[config.mk]
export PLATFORM = sky130hd
export DESIGN_NAME = sw_debounce
export DESIGN_NICKNAME = d
export VERILOG_FILES = /design/src/rtl/sw_debounce.sv
export SDC_FILE = /design/constraint.sdc
export NUM_CORES = 1
export LEC_CHECK = 0
export ABC_AREA = 1
export CAP_MARGIN = 15
export CORE_ASPECT_RATIO = 0.8
export CORE_MARGIN = 2
export CORE_UTILIZATION = 46
export CTS_CLUSTER_DIAMETER = 100
export DETAILED_ROUTE_END_ITERATION = 8
export HOLD_SLACK_MARGIN = 0.06
export PLACE_DENSITY = 0.66
export SLEW_MARGIN = 20
export SYNTH_ARGS = -nofsm -noshare
export SYNTH_HDL_FRONTEND = slang
export SYNTH_SLANG_ARGS = --single-unit
[constraint.sdc]
create_clock -name i_clk -period 1.4 [get_ports i_clk]
set_input_delay 0.42 -clock i_clk [delete_from_list [all_inputs] [get_ports i_clk]]
set_output_delay 0.42 -clock i_clk [all_outputs]
set_load 0.02 [all_outputs]
[src/rtl/sw_debounce.sv]
// Per-channel switch conditioner: 2-flop synchroniser, stability counter,
// accepted level register and registered single-cycle rise/fall pulses.
module sw_debounce #(
    parameter int unsigned p_WIDTH         = 4,
    parameter int unsigned p_STABLE_CYCLES = 250000,
    parameter int unsigned p_CNT_WIDTH     = $clog2(p_STABLE_CYCLES + 1)
) (
    input  logic               i_clk,
    input  logic               i_rst_n,
    input  logic [p_WIDTH-1:0] i_sw,
    output logic [p_WIDTH-1:0] o_level,
    output logic [p_WIDTH-1:0] o_rise,
    output logic [p_WIDTH-1:0] o_fall,
    output logic               o_settled
);

    localparam logic [p_CNT_WIDTH-1:0] lp_CNT_MAX = p_CNT_WIDTH'(p_STABLE_CYCLES - 1);
    localparam logic [p_CNT_WIDTH-1:0] lp_CNT_ONE = p_CNT_WIDTH'(1);

    logic [p_WIDTH-1:0]     sync1_q, sync1_d;
    logic [p_WIDTH-1:0]     sync2_q, sync2_d;
    logic [p_WIDTH-1:0]     level_q, level_d;
    logic [p_WIDTH-1:0]     rise_q,  rise_d;
    logic [p_WIDTH-1:0]     fall_q,  fall_d;
    logic [p_CNT_WIDTH-1:0] cnt_q [p_WIDTH];
    logic [p_CNT_WIDTH-1:0] cnt_d [p_WIDTH];

    always_comb begin
        sync1_d = i_sw;
        sync2_d = sync1_q;
        level_d = level_q;
        rise_d  = '0;
        fall_d  = '0;
        for (int unsigned n = 0; n < p_WIDTH; n++) begin
            cnt_d[n] = cnt_q[n];
            // Any sample matching the accepted level restarts the stability count.
            if (sync2_q[n] == level_q[n]) begin
                cnt_d[n] = '0;
            end else if (cnt_q[n] == lp_CNT_MAX) begin
                level_d[n] = sync2_q[n];
                cnt_d[n]   = '0;
                rise_d[n]  = sync2_q[n];
                fall_d[n]  = ~sync2_q[n];
            end else begin
                cnt_d[n] = cnt_q[n] + lp_CNT_ONE;
            end
        end
    end

    always_ff @(posedge i_clk or negedge i_rst_n) begin
        if (!i_rst_n) begin
            sync1_q <= '0;
            sync2_q <= '0;
            level_q <= '0;
            rise_q  <= '0;
            fall_q  <= '0;
            cnt_q   <= '{default: '0};
        end else begin
            sync1_q <= sync1_d;
            sync2_q <= sync2_d;
            level_q <= level_d;
            rise_q  <= rise_d;
            fall_q  <= fall_d;
            cnt_q   <= cnt_d;
        end
    end

    assign o_level   = level_q;
    assign o_rise    = rise_q;
    assign o_fall    = fall_q;
    assign o_settled = (sync2_q == level_q);

endmodule

* Word level (Yosys, flattened, before mapping)
Index checks and enable logic that the tools add are counted.
** Operators by class
- Eq/ne operators :: 9
- Reductions and logical operators :: 4
- Mux-type cells :: 24
- Bitwise logic cells :: 8
- Add/sub/neg operators :: 4
** Operators with widths (number)
- $mux 18 :: 8
- $add 18x1->18 const B :: 4
- $eq 18x18->1 const B :: 4
- $mux 1 :: 16
- $not 1->1 :: 8
- $reduce_and 2->1 :: 4
- $eq 1x1->1 :: 4
- $eq 4x4->1 :: 1
** Word-level totals
- Flip-flop bits (word level) :: 92

* Logic depth before layout (Yosys ltp)
Gate-level depths: netlist of the first run.
- Depth after elaboration :: 3
- Depth in mapped cells :: 9

* Worst setup path after synthesis of the first run
OpenSTA, ideal clock, no wires.
- Kind :: reg-to-output
- Start :: register level_q[3], in the netlist o_level[3]
- End :: output port o_settled
- Path buffers :: 1
- Setup slack :: -633 ps
- Stages on the path, launching flop included :: 7
- Arrival :: 1613 ps
- Cell sequence :: dfrtp_1 > inv_1 > nand2_1 > inv_1 > or2_1 > buf_2 > nor4_1
** On the way
- Cells in the longest elaborated chain, start to end :: 1
** Ends and longest elaborated chain
- start, declared :: line 22 : logic [p_WIDTH-1:0] level_q, level_d;
- start signal, assigned :: line 61 : level_q <= level_d;
- $eq 4x4->1 :: line 71 : assign o_settled = (sync2_q == level_q);
- end, declared :: line 14 : output logic o_settled
Every way passes these cells.

* Worst setup path after layout of the first run
Same ends and word-level chain as after synthesis.

==> flow_metrics.env, run 1 <==
export IMPL_layout_cells_non_filler=797
export IMPL_num_nets_final=666
export IMPL_synthAdderAreaFrac_pct=1.07
export IMPL_leakagePower_nw=2.59
export IMPL_io_pins=19
export IMPL_die_x_um=117
export IMPL_p_sw_share_pct=21.1
export IMPL_place_congestion=0.876
export IMPL_drt_wl_total_um=9890
export IMPL_fin_crit_sh_pct=138
export IMPL_drt_pass1_iter_count=6
export IMPL_syn_to_final_growth_pct=28.5
export IMPL_fill_cells=831
export IMPL_cts_htree_levels=3
export IMPL_clock_sink_count=92
export IMPL_cp_end_kind="primary output"
export IMPL_path_cells="inv_2, nor2_1, or2_4, nor4_4, buf_4"
export IMPL_critPathBufInv=2
export IMPL_worstSetupPathType="register to primary output"
export IMPL_syn_inst=578
export IMPL_p_comb_share_pct=5.0
export IMPL_rows=32
export IMPL_violations="setup timing"
export IMPL_p_per_area_nw_per_um2=930
export IMPL_ys_seq_area_share_pct=49.0
export IMPL_antenna_found_initial=0
export IMPL_grt_setup_unrepaired="true"
export IMPL_p_switching_mw=1.19
export IMPL_synth_cell_types=29
export IMPL_crit_path_max_fanout=4
export IMPL_required_ns=0.98
export IMPL_crit_arrival_ns=1.52
export IMPL_grt_pass1_wl_um=16700
export IMPL_irDropWorstVdd_v=0.000587
export IMPL_antenna_cells=0
export IMPL_clockPowerShare_pct=46.3
export IMPL_internal_power_mw=4.43
export IMPL_cp_slowest_cell="dfrtp_2"
export IMPL_syn_num_nets=588
export IMPL_synth_seq_cells=92
export IMPL_drv_cap=0
export IMPL_dp_hpwl_um=6740
export IMPL_place_inst=766
export IMPL_slowest_delay_ns=0.41
export IMPL_synth_avg_cell_area_um2=8.13
export IMPL_start_kind="register"
export IMPL_path_delay_family="simple AND/OR/NAND/NOR gates"
export IMPL_cts_buffer_depth=2
export IMPL_finalHoldViolations=0
export IMPL_drv_slew=0
export IMPL_fp_dieArea_um2=11000
export IMPL_synth_simple_area_share_pct=35.5
export IMPL_seqPwrFrac_pct=48.7
export IMPL_cts_tree="done"
export IMPL_cts_buffers=9
export IMPL_drt_iter0_drc=215
export IMPL_tightest_slew_ns=0.401
export IMPL_grt_ovfl_total=0
export IMPL_avgRoutedWirePerCell_um=12.4
export IMPL_slew_headroom_pct=73.3
export IMPL_synth_area_um2=4700
export IMPL_core_um2=9770
export IMPL_via_per_inst=4.81
export IMPL_holdCritPathClass="primary input to async pin"
export IMPL_drive_above_1_share_pct=27.2
export IMPL_muxShareOfSynthArea_pct=0
export IMPL_yosys_warnings=0
export IMPL_run_status="finished, violations left"
export IMPL_clk_pin_slew_ns=0.07
export IMPL_setup_viol=9
export IMPL_first_global_vias=3695
export IMPL_synth_compound_area_share_pct=2.85
export IMPL_insertion_delay_ns=0.34
export IMPL_die_h_um=94.4
export IMPL_ant_nets=0
export IMPL_fin_crit_ns=1.94
export IMPL_drcViolationCount=0
export IMPL_setup_ws_ns=-0.537
export IMPL_synth_top_family_by_area="simple AND/OR/NAND/NOR gates"
export IMPL_max_freq_mhz=516
export IMPL_cts_root_buf="clkbuf_16"
export IMPL_finClkSkew_ns=0.00541
export IMPL_ctsHoldBuffers=0
export IMPL_grt_max_degree=62
export IMPL_groute_usage_overall_pct=19.2
export IMPL_vias=3833
export IMPL_initial_utilization_pct=48.1
export IMPL_whs_ns=0.0598
export IMPL_portBuffers=18
export IMPL_synth_xor_area_share_pct=6.50
per-stage QoR:
stage / setup TNS, ns / utilization (%) / instance area, um^2 / total power [mW] / setup WS (ns)
final: -0.739 / 61.8 / 6030 / 5.61 / -0.537
after detailed placement: -1.05 / 54.6 / 5340 / 3.01 / -0.676
after global routing: -1.97 / 61.8 / 6030 / 5.83 / -0.651
after global placement: -0.936 / 54.6 / 5340 / 3.00 / -0.677
after CTS: -0.684 / 58.3 / 5700 / 5.64 / -0.585
after floorplan: -0.266 / - / 4720 / 2.87 / -0.266
power by group through the flow:
stage | Clock (mW) | Combinational [mW] | Sequential [mW]
2_1_floorplan | 0 | 0.0966 | 2.77
3_5_place_dp | 0 | 0.240 | 2.77
4_1_cts | 2.66 | 0.252 | 2.72
5_1_grt | 2.78 | 0.318 | 2.74
3_3_place_gp | 0 | 0.234 | 2.77
6_report | 2.60 | 0.280 | 2.73
what timing repair did:
| item | CTS | global route |
|---|---|---|
| setup buffers | 5 | 10 |
| pin swaps | 1 | 22 |
| gates cloned | 0 | 1 |
| setup endpoints to repair | 17 | 64 |
| gates resized for setup | 57 | 75 |
final cells by class:
type                    count  area, um^2  area share [%]
well taps                 136         170            2.82
clock buffers              12         246            4.08
inverters                  59         234            3.88
flip-flops and latches     92        2310            38.3
clock inverters             4        72.6            1.20
repair buffers             69         586            9.70
multi-input cells         425        2420            40.0
flip-flops by register name, indices dropped and copies added, names as in the netlist:
signal	count
sync2_q	4
sync1_q	4
o_fall	4
o_level	4
o_rise	4
cnt_q	72
kinds of logic after synthesis:
kind of cell | Yosys count
xor+xnor | 34
fa+ha+maj | 4
buf+inv | 62
simple gates | 361
flops | 92
compound gates | 25
final timing paths:
| path | slack (ns) | from | cells after the start | end |
|---|---|---|---|---|
| worst min-delay path | 0.06 | i_rst_n | 2 | cnt_q[64] |
| max in group asynchronous | 0.96 | i_rst_n | 2 | cnt_q[27] |
| worst max register to register | -0.04 | cnt_q[1] | 8 | cnt_q[14] |
| worst max-delay path | -0.54 | o_level[3] | 5 | o_settled |
| worst min register to register | 0.35 | sync1_q[3] | 0 | sync2_q[3] |
| min in group i_clk | 0.35 | sync1_q[3] | 0 | sync2_q[3] |
cells in the mapped netlist:
library cell / count / area [um^2]
and2_0: 2 / 12.5
xnor2_2: 1 / 16.3
or2_1: 1 / 6.26
nand2_1: 102 / 383
dfrtp_1: 92 / 2300
o21ai_0: 5 / 25.0
inv_2: 5 / 18.8
nor3_1: 9 / 45.0
a21oi_1: 14 / 70.1
a31oi_1: 2 / 12.5
nand3_1: 40 / 200
ha_1: 4 / 50.1
or2_2: 2 / 12.5
xor2_1: 22 / 193
o21bai_1: 1 / 7.51
o21ai_1: 2 / 10.0
nor2_1: 146 / 548
nand2_2: 17 / 106
inv_1: 54 / 203
nand2_4: 1 / 11.3
nor2_2: 11 / 68.8
nand3_2: 6 / 60.1
nor4_1: 1 / 6.26
nor2_4: 12 / 135
nand4_1: 7 / 43.8
a21oi_2: 1 / 8.76
xnor2_1: 11 / 96.3
nor3b_1: 4 / 30.0
buf_2: 3 / 15.0
routing by layer:
metal | up-vias | GRT usage [%] | share of wire (%)
li1 | 1966 | - | -
met1 | 1807 | 27.5 | 50
met2 | 47 | 29.1 | 45
met3 | 13 | 4.24 | 3.1
met4 | 0 | 6.27 | 1.3
met5 | - | 0 | 0
cell usage in the layout (no fill, tap or decap), types with 9 or more instances in the layout:
master / n
nor2_1: 135
nand2_1: 94
dfrtp_1: 86
inv_1: 50
buf_4: 42
nand3_1: 36
xor2_1: 22
nand2_2: 18
nor2_4: 18
nor2_2: 16
a21oi_1: 14
buf_6: 13
xnor2_1: 11
nand2_4: 9
clkbuf_16: 9
(Power assumes the default switching activity.)
==> run 2: changes to the inputs <==
ABC_CLOCK_PERIOD_IN_PS = 1400   (was unset)
GPL_TIMING_DRIVEN = 0   (was unset)
==> run 2 against run 1 <==
The flow still finishes with violations (setup timing); design area decreased by 0.70%; flip-flop and latch count unchanged; fmax down 3.1%; total power down 0.26%.
==> flow_metrics.env, run 2 (same netlist as run 1, synthesis figures left out) <==
export IMPL_leakagePower_nw=2.56
export IMPL_drcViolationCount=0
export IMPL_finalHoldViolations=0
export IMPL_grt_setup_unrepaired="true"
export IMPL_cts_root_buf="clkbuf_16"
export IMPL_drt_wl_total_um=10000
export IMPL_rows=32
export IMPL_setup_ws_ns=-0.598
export IMPL_clock_sink_count=92
export IMPL_max_freq_mhz=500
export IMPL_fin_crit_ns=2.00
export IMPL_io_pins=19
export IMPL_top_register="cnt_q"
export IMPL_crit_arrival_ns=1.58
export IMPL_finClkSkew_ns=0.00617
export IMPL_cts_buffer_depth=2
export IMPL_run_status="finished, violations left"
export IMPL_final_common_cell="nor2_1"
export IMPL_vias=3854
export IMPL_die_h_um=94.4
export IMPL_cts_htree_levels=3
export IMPL_cp_end_kind="primary output"
export IMPL_cts_tree="done"
export IMPL_ant_nets=0
export IMPL_avgRoutedWirePerCell_um=12.8
export IMPL_first_global_vias=3594
export IMPL_drt_pass1_iter_count=5
export IMPL_grt_ovfl_total=0
export IMPL_final_cell_mix="135 x nor2_1, 95 x nand2_1, 85 x dfrtp_1, 48 x inv_1, 31 x nand3_1"
export IMPL_place_congestion=0.865
export IMPL_groute_usage_overall_pct=18.8
export IMPL_initial_utilization_pct=48.1
export IMPL_power_mw=5.60
export IMPL_grt_pass1_wl_um=16300
export IMPL_dp_hpwl_um=6340
export IMPL_start_kind="register"
export IMPL_crit_path_max_fanout=4
export IMPL_cts_buffers=9
export IMPL_via_per_inst=4.93
export IMPL_finish_utilization_pct=61.3
export IMPL_required_ns=0.98
export IMPL_p_per_area_nw_per_um2=934
export IMPL_fin_crit_sh_pct=143
export IMPL_tightest_slew_ns=0.368
export IMPL_portBuffers=18
export IMPL_drv_cap=0
export IMPL_antenna_cells=0
export IMPL_die_x_um=117
export IMPL_slew_headroom_pct=75.5
export IMPL_drive_above_1_share_pct=26.8
export IMPL_core_um2=9770
export IMPL_clk_pin_slew_ns=0.06
export IMPL_worstSetupPathType="register to primary output"
export IMPL_irDropWorstVdd_v=0.000631
export IMPL_setup_viol=7
export IMPL_num_nets_final=652
export IMPL_antenna_found_initial=0
export IMPL_reg2reg_slack_ns=-0.04
export IMPL_grt_max_degree=75
export IMPL_violations="setup timing"
export IMPL_largest_reg_flops=72
export IMPL_fp_dieArea_um2=11000
export IMPL_insertion_delay_ns=0.34
export IMPL_holdCritPathClass="register to register"
export IMPL_syn_to_final_growth_pct=27.6
export IMPL_drt_iter0_drc=252
export IMPL_drv_slew=0
==> run 2: path summary, 6_finish.rpt <==
kind / from / end / cells past startpoint
max: o_level[3] / o_settled / 6
min: sync1_q[2] / sync2_q[2] / 0
max reg2reg: sync2_q[1] / cnt_q[38] / 5
min reg2reg: sync1_q[2] / sync2_q[2] / 0
max in group asynchronous: i_rst_n / cnt_q[5] / 3
min in group asynchronous: i_rst_n / cnt_q[68] / 2
==> run 2: final cells by class <==
cell class / count / area, um^2
clock inverters: 6 / 90.1
flip-flops and latches: 92 / 2310
well taps: 136 / 170
clock buffers: 9 / 225
fillers: 838 / 3780
repair buffers: 53 / 442
plain buffers: 2 / 16.3
multi-input cells: 425 / 2500
inverters: 59 / 236
==> run 2: metrics by stage <==
stage          setup TNS (ns)  std cells  cell area (um^2)  setup slack [ns]  hold slack, ns
2_1_floorplan          -0.266        578              4720            -0.266           0.124
3_5_place_dp            -2.47        733              5100            -0.826           0.274
6_report               -0.999        782              5990            -0.598           0.351
5_1_grt                 -1.97        782              5990            -0.691           0.366
4_1_cts                 -1.33        763              5610            -0.596           0.354
3_3_place_gp          -323.67        732              5070             -3.85           0.333
==> run 2: layer usage <==
| layer | vias up | global-route usage, % | part of all wire (%) |
|---|---|---|---|
| li1 | 1938 | - | - |
| met1 | 1848 | 26.6 | 48 |
| met2 | 57 | 28.9 | 48 |
| met3 | 11 | 5.46 | 3.4 |
| met4 | 0 | 3.92 | 0.74 |
| met5 | - | 0 | 0 |
==> run 2: worst max-delay path: stages (launching register included) <==
cell and delay (ns):
dfrtp_2 0.41, inv_2 0.09, nor2_1 0.05, or2_1 0.22
buf_6 0.13, nor4_4 0.15, buf_4 0.19
==> run 2: where the power goes <==
part / switching (mW) / internal, mW / leakage [nW]
registers: 0.0421 / 2.70 / 1.25
logic: 0.163 / 0.113 / 1.16
clock network: 1.02 / 1.56 / 0.151
total: 1.23 / 4.37 / 2.56
==> run 2: what timing repair did <==
| action | CTS | global route |
|---|---|---|
| endpoints found under the setup margin | 48 | 73 |
| gates resized for setup | 67 | 77 |
| gates cloned | 0 | 1 |
| setup buffers | 14 | 19 |
| pin swaps | 11 | 16 |
| endpoints found under the hold margin | 18 | 0 |
| hold buffers | 1 | 0 |
